File: config.mk
export PLATFORM = sky130hd
export DESIGN_NAME = lza_detect_tree_pipe
export DESIGN_NICKNAME = d
export VERILOG_FILES = /design/src/rtl/lza_detect_tree_pipe_pkg.sv /design/src/rtl/dt_seg_merge.sv /design/src/rtl/lza_detect_tree_pipe.sv
export SDC_FILE = /design/constraint.sdc
export NUM_CORES = 1
export LEC_CHECK = 0
export BUFFER_PORTS_ARGS = -buffer_cell sky130_fd_sc_hd__buf_4
export CORE_MARGIN = 5
export CORE_UTILIZATION = 50
export DETAILED_ROUTE_END_ITERATION = 10
export GPL_TIMING_DRIVEN = 0
export HOLD_SLACK_MARGIN = 0.15
export PLACE_DENSITY_LB_ADDON = 0.12
export SLEW_MARGIN = 20
export SYNTH_ARGS = -nofsm -noshare
export SYNTH_HDL_FRONTEND = slang
export SYNTH_HIERARCHICAL = 1
export SYNTH_SLANG_ARGS = --single-unit
File: constraint.sdc
create_clock -name clk -period 1.94 [get_ports clk]
set_input_delay 0.194 -clock clk [delete_from_list [all_inputs] [get_ports clk]]
set_output_delay 0.194 -clock clk [all_outputs]
set_load 0.1 [all_outputs]
File: src/rtl/lza_detect_tree_pipe_pkg.sv
// Shared types and elaboration helpers for the LZA shift-correction detector.
package lza_detect_tree_pipe_pkg;

  // Class of the first / second non-z digit in a segment.
  typedef enum logic [1:0] {
    DigNone = 2'd0,
    DigN    = 2'd1,
    DigP    = 2'd2
  } dig_e;

  // Segment summary: all digits z, first non-z digit, second non-z digit.
  typedef struct packed {
    logic allz;
    dig_e f;
    dig_e s;
  } summ_t;

  // Tree levels completed before stage k; earlier stages absorb the remainder.
  function automatic int unsigned lvls_before(input int unsigned k, input int unsigned lv,
                                              input int unsigned s);
    int unsigned extra;
    extra = lv % s;
    return k * (lv / s) + ((k < extra) ? k : extra);
  endfunction

  // Stage whose register sits after tree level l, or -1 if level l is not a stage boundary.
  function automatic int stage_of_end(input int unsigned l, input int unsigned lv,
                                      input int unsigned s);
    for (int unsigned k = 0; k < s; k++) begin
      if (lvls_before(k + 1, lv, s) == l) return int'(k);
    end
    return -1;
  endfunction

  // Single-digit summary; a z digit (or a pad) is allz.
  function automatic summ_t leaf(input logic n, input logic p);
    summ_t r;
    r.allz = ~(n | p);
    r.f    = n ? DigN : (p ? DigP : DigNone);
    r.s    = DigNone;
    return r;
  endfunction

endpackage

File: src/rtl/dt_seg_merge.sv
// Combinational merge of an MSB-half and an LSB-half segment summary.
module dt_seg_merge
  import lza_detect_tree_pipe_pkg::*;
(
  input  summ_t hi_i,
  input  summ_t lo_i,
  output summ_t merged_o
);

  // Upper half decides unless it is all z or still lacks its second digit.
  always_comb begin
    merged_o = hi_i;
    if (hi_i.allz) begin
      merged_o = lo_i;
    end else if (hi_i.s == DigNone) begin
      merged_o.s = lo_i.allz ? DigNone : lo_i.f;
    end
  end

endmodule

File: src/rtl/lza_detect_tree_pipe.sv
// Pipelined LZA shift-correction detector: leaf encode, summary tree split over
// PIPE_STAGES registered stages with a valid/ready chain, final pos/neg decode.
module lza_detect_tree_pipe
  import lza_detect_tree_pipe_pkg::*;
#(
  parameter int unsigned DATA_WIDTH  = 8,
  parameter int unsigned PIPE_STAGES = 2
) (
  input  logic                  clk,
  input  logic                  rst,
  input  logic                  in_valid,
  output logic                  in_ready,
  input  logic [1:0]            mode,
  input  logic [DATA_WIDTH-1:0] string_n_pos,
  input  logic [DATA_WIDTH-1:0] string_z_pos,
  input  logic [DATA_WIDTH-1:0] string_p_pos,
  input  logic [DATA_WIDTH-1:0] string_n_neg,
  input  logic [DATA_WIDTH-1:0] string_z_neg,
  input  logic [DATA_WIDTH-1:0] string_p_neg,
  output logic                  out_valid,
  input  logic                  out_ready,
  output logic                  corr_pos,
  output logic                  corr_neg,
  output logic                  nshift_correct,
  output logic                  onehot_err
);

  localparam int unsigned Levels = $clog2(DATA_WIDTH);
  localparam int unsigned PadW   = 1 << Levels;
  localparam int unsigned Stages = PIPE_STAGES;
  localparam int unsigned TotN   = 2 * PadW - 1;
  localparam int unsigned RootIx = TotN - 1;

  // ---------------- handshake chain ----------------
  logic [Stages-1:0] valid_q;
  logic [Stages:0]   rdy;
  logic [Stages-1:0] vin;
  logic [Stages-1:0] ld;

  // Ready ripples back from the output; a stage loads when its input is valid and it is ready.
  always_comb begin
    rdy[Stages] = out_ready;
    for (int k = int'(Stages) - 1; k >= 0; k--) rdy[k] = ~valid_q[k] | rdy[k+1];
    vin[0] = in_valid;
    for (int k = 1; k < int'(Stages); k++) vin[k] = valid_q[k-1];
    ld = rdy[Stages-1:0] & vin;
  end

  // ---------------- stage 0: one-hot check and padded digits ----------------
  logic [DATA_WIDTH-1:0] one_pos, one_neg;
  logic                  err_c;
  logic [PadW-1:0]       n_pad [2];
  logic [PadW-1:0]       p_pad [2];

  assign one_pos = (string_n_pos ^ string_z_pos ^ string_p_pos) &
                   ~(string_n_pos & string_z_pos & string_p_pos);
  assign one_neg = (string_n_neg ^ string_z_neg ^ string_p_neg) &
                   ~(string_n_neg & string_z_neg & string_p_neg);
  assign err_c   = ~(&one_pos) | ~(&one_neg);

  // Pads occupy the LSB end and read as z (neither n nor p).
  assign n_pad[0] = PadW'(string_n_pos) << (PadW - DATA_WIDTH);
  assign p_pad[0] = PadW'(string_p_pos) << (PadW - DATA_WIDTH);
  assign n_pad[1] = PadW'(string_n_neg) << (PadW - DATA_WIDTH);
  assign p_pad[1] = PadW'(string_p_neg) << (PadW - DATA_WIDTH);

  // ---------------- error / mode side pipeline ----------------
  logic [Stages-1:0] err_q, err_in;
  logic [1:0]        mode_q  [Stages];
  logic [1:0]        mode_in [Stages];

  // Side-band fields enter with the beat and follow it stage by stage.
  always_comb begin
    err_in[0]  = err_c;
    mode_in[0] = mode;
    for (int k = 1; k < int'(Stages); k++) begin
      err_in[k]  = err_q[k-1];
      mode_in[k] = mode_q[k-1];
    end
  end

  // Valid bits move on ready; side-band data only on load so bubbles do not toggle it.
  always_ff @(posedge clk or posedge rst) begin
    if (rst) begin
      valid_q <= '0;
      err_q   <= '0;
      for (int k = 0; k < int'(Stages); k++) mode_q[k] <= '0;
    end else begin
      for (int k = 0; k < int'(Stages); k++) begin
        if (rdy[k]) valid_q[k] <= vin[k];
        if (ld[k]) begin
          err_q[k]  <= err_in[k];
          mode_q[k] <= mode_in[k];
        end
      end
    end
  end

  // ---------------- summary trees (index 0 = pos, 1 = neg) ----------------
  // Flat node storage per path: level l occupies [Base, Base + (PadW >> l)).
  summ_t node_c [2][TotN];
  summ_t node   [2][TotN];

  for (genvar l = 0; l <= int'(Levels); l++) begin : g_lvl
    localparam int unsigned Nodes    = PadW >> l;
    localparam int unsigned Base     = 2 * PadW - 2 * (PadW >> l);
    localparam int unsigned PrevBase = (l == 0) ? 0 : 2 * PadW - 2 * (PadW >> (l - 1));
    localparam int          EndStage = stage_of_end(l, Levels, Stages);
    for (genvar pth = 0; pth < 2; pth++) begin : g_path
      for (genvar j = 0; j < int'(Nodes); j++) begin : g_node
        if (l == 0) begin : g_leaf
          assign node_c[pth][Base+j] = leaf(n_pad[pth][j], p_pad[pth][j]);
        end else begin : g_merge
          dt_seg_merge u_merge (
            .hi_i    (node[pth][PrevBase+2*j+1]),
            .lo_i    (node[pth][PrevBase+2*j]),
            .merged_o(node_c[pth][Base+j])
          );
        end
      end
      if (EndStage >= 0) begin : g_reg
        summ_t q [Nodes];
        // Stage boundary: capture this level's summaries when the stage loads.
        always_ff @(posedge clk or posedge rst) begin
          if (rst) begin
            for (int unsigned j = 0; j < Nodes; j++) q[j] <= '0;
          end else if (ld[EndStage]) begin
            for (int unsigned j = 0; j < Nodes; j++) q[j] <= node_c[pth][Base+j];
          end
        end
        for (genvar j = 0; j < int'(Nodes); j++) begin : g_out
          assign node[pth][Base+j] = q[j];
        end
      end else begin : g_thru
        for (genvar j = 0; j < int'(Nodes); j++) begin : g_out
          assign node[pth][Base+j] = node_c[pth][Base+j];
        end
      end
    end
  end

  // ---------------- final decode ----------------
  summ_t root_pos, root_neg;
  logic  y_pos, n_pos, y_neg, p_neg;

  assign root_pos = node[0][RootIx];
  assign root_neg = node[1][RootIx];

  // Pos needs p then n; neg needs n then p; a bad digit anywhere suppresses both.
  always_comb begin
    y_pos    = (root_pos.f == DigP) && (root_pos.s == DigN);
    n_pos    = (root_pos.f == DigN);
    y_neg    = (root_neg.f == DigN) && (root_neg.s == DigP);
    p_neg    = (root_neg.f == DigP);
    corr_pos = mode_q[Stages-1][0] & y_pos & ~n_pos & ~err_q[Stages-1];
    corr_neg = mode_q[Stages-1][1] & y_neg & ~p_neg & ~err_q[Stages-1];
  end

  assign nshift_correct = corr_pos | corr_neg;
  assign onehot_err     = err_q[Stages-1];
  assign out_valid      = valid_q[Stages-1];
  assign in_ready       = rdy[0];

endmodule

==> results by group <==
Status
  • Status: completed

Timing
  • Number of hold violations in the final report: 0
  • Slew headroom: 50.4%
  • F_max: between 500 and 600 MHz
  • Fin crit share: just under 90%
  • Slew Limit Fails: 0
  • Setup violators final: 0
  • Setup Total Neg Slack: 0 ns
  • Least-Margin Pin Slew: 0.743 ns
  • Min Tclk post-route: 1.73 ns
  • RSZ-0062 raised after global routing: no
  • Clk_skew: 0.00626 ns
  • Hold Slack: between 0.3 and 0.4 ns

Setup path
  • FF-to-FF Start: valid_q[0]$_DFFE_PP0N_
  • CP endpoint kind: output pin
  • Crit-path max cell delay: about 0.38 ns
  • Slowest CP cell: dfrtp_1
  • Register-to-register setup slack: around 0.69 ns
  • Crit path max fanout: 2
  • Top Family by Delay on Critical Path: simple AND/OR/NAND/NOR gates
  • CP Class: reg -> out
  • Buf/Inv on CP: 1
  • Reg-to-Reg End: mode_in[1]$_DFFE_PP0P_
  • Startpoint Class: flip-flop
  • Worst EP required: between 1.5 and 2 ns
  • Critical-path cell list: nand4bb_1, nor3b_4, or2_4, buf_4
  • Worst EP arrival: ~1.5 ns
  • R2R cell count: 4

Die
  • DIE HEIGHT: ~94 um
  • I/O pin total: 60
  • Core ar.: 6830 um^2
  • Die area: approximately 8800 um^2
  • Initial Utilization: between 50% and 60%
  • Die W: roughly 94 um
  • Rows: 30

Routing
  • Via Count: ~2.6k
  • TritonRoute pass-1 iters: 4
  • DR iter-0 viols: between 70 and 80
  • DRC: 0
  • Final wirelength: 7550 um
  • Post-route ant nets: 0
  • WL/cell: 14.4 um
  • Vias per Instance: about 5.0

Clock tree
  • H-Tree Depth: 2
  • Cts bufs inserted: 5
  • Root Buffer: clkbuf_8
  • Clock transition at the registers of the reported paths: about 0.060 ns
  • Max clock buf depth: 2
  • Clk Latency, worst-skew pair: 0.29 ns
  • Clock sink total: 36
  • PostCTS Resize Cnt: 0
  • CTS tree: built

Power
  • P_sw: around 720 uW
  • Worst VDD drop: approximately 0.26 mV
  • Power Internal: approximately 1700 uW
  • Combinational group share of total power: a little over a third
  • Sequential share of power: around 40%
  • Pwr/cell area: about 550 nW/um^2
  • Clock Power Share: between 20% and 30%
  • Sw Share: just under 30%
  • Leak Pwr: approximately 0.0021 uW
  • Final Total Pwr: 2420 uW

Finish
  • Nets: around 500
  • Finished Layout Cells: approximately 530
  • Share of layout cells above drive strength 1: between 40% and 50%
  • Area growth syn-to-layout: 25.8%
  • Filler cells: between 500 and 600
  • N_diodes: 0

GRT
  • Met2 usage: about 30%
  • First-pass GRT wire length: around 13000 um
  • Largest net degree at the start of global routing: 37
  • Number of global-route vias before repair: between 2k and 3k
  • GR peak layer: met2
  • Initial antenna violation count: 0
  • Grt met3 use: ~3.1%
  • Grt ovf: 0
  • Routing usage on met1: about a quarter
  • GRT Total Usage: a little under a fifth

Logic synthesis
  • Post-synthesis average cell area: roughly 11 um^2
  • Gate Count Post-Synth: ~310
  • Synth warn: 6
  • Cell Area, Synth: 3520 um^2

Placed design
  • Placed insts: just over 500
  • Post-DP HPWL: ~6300 um
  • PortBufs: just under 60
  • Final RePlAce weighted congestion: about 0.8

Worst hold path
  • Worst Hold Launch: out_ready
  • Min-Delay Path Depth: 3
  • Hold Path Sink: valid_q[1]$_DFFE_PP0P_
  • Worst Hold Class: in -> reg

Job
  • Max cap viols: 0
==> registers in the layout (all words and copies together), names as in the netlist <==
signal	flops
valid_q	2
mode_q	2
err_q	2
mode_in	2
g_lvl.g_path.g_reg.q	28
==> worst max path at each step <==
stage | startpoint | to | depth (start not counted)
2_1_floorplan | err_q[1]$_DFFE_PP0P_ | nshift_correct | 2
3_3_place_gp | string_p_pos[1] | g_lvl[2].g_path[0].g_reg.q[7]$_DFFE_PP0P_ | 6
3_5_place_dp | string_p_pos[7] | g_lvl[2].g_path[0].g_reg.q[2]$_DFFE_PP0P_ | 7
4_1_cts | g_lvl[3].g_path[0].g_reg.q[1]$_DFFE_PP0P_ | nshift_correct | 4
5_1_grt | g_lvl[3].g_path[0].g_reg.q[1]$_DFFE_PP0P_ | nshift_correct | 4
6_report | g_lvl[3].g_path[0].g_reg.q[1]$_DFFE_PP0P_ | nshift_correct | 4
==> final cells by class <==
type                       instances  area, um^2  area share, %
tap                               96         120           2.72
inverter                          29         109           2.46
buffer                            17         205           4.64
multi-input combinational        276        2500           56.6
sequential                        36         903           20.4
timing repair buffer              63         483           10.9
clock buffer                       8         100           2.26
==> power groups by stage <==
stage	logic [uW]	registers [uW]	clock network, uW
6_report	863	979	576
5_1_grt	944	996	614
4_1_cts	866	979	592
3_5_place_dp	857	992	0
3_3_place_gp	838	984	0
2_1_floorplan	627	970	0
==> timing repair <==
action	4_1_cts	5_1_grt
hold buffers	4	0
endpoints found under the hold margin	39	0
setup buffers	0	0
==> metal layers <==
| layer | wire [um] | share of wire (%) | up-vias |
|---|---|---|---|
| met5 | 0 | 0 | - |
| met4 | 97 | 1.3 | 0 |
| met3 | 321 | 4.3 | 8 |
| met2 | 3460 | 46 | 52 |
| met1 | 3670 | 49 | 1222 |
| li1 | - | - | 1325 |
==> worst min-delay path, cell delays in order <==
cell and delay (ns):
buf_4 0.11, nand2b_1 0.14, or2b_1 0.15
==> cells in the final DEF, fill, tap and decap left out, types with 4 or more instances in the layout <==
cell type,instances
o22ai_1,8
buf_6,14
mux2i_1,28
inv_1,28
clkbuf_8,7
nor2b_1,32
a22oi_1,8
o41ai_2,28
ha_1,16
mux2_2,41
and2_2,12
mux2_4,20
dfrtp_1,34
nor2_1,16
dlygate4sd3_1,4
conb_1,48
buf_4,60
==> stage by stage <==
stage	cell area (um^2)	utilization [%]	setup slack (ns)
5_1_grt	4420	64.7	0.118
6_report	4420	64.7	0.207
3_5_place_dp	4280	62.7	0.313
3_3_place_gp	4280	62.7	0.323
4_1_cts	4420	64.7	0.188
2_1_floorplan	3720	-	-0.277
No activity file was read; power rests on OpenSTA's default activity.
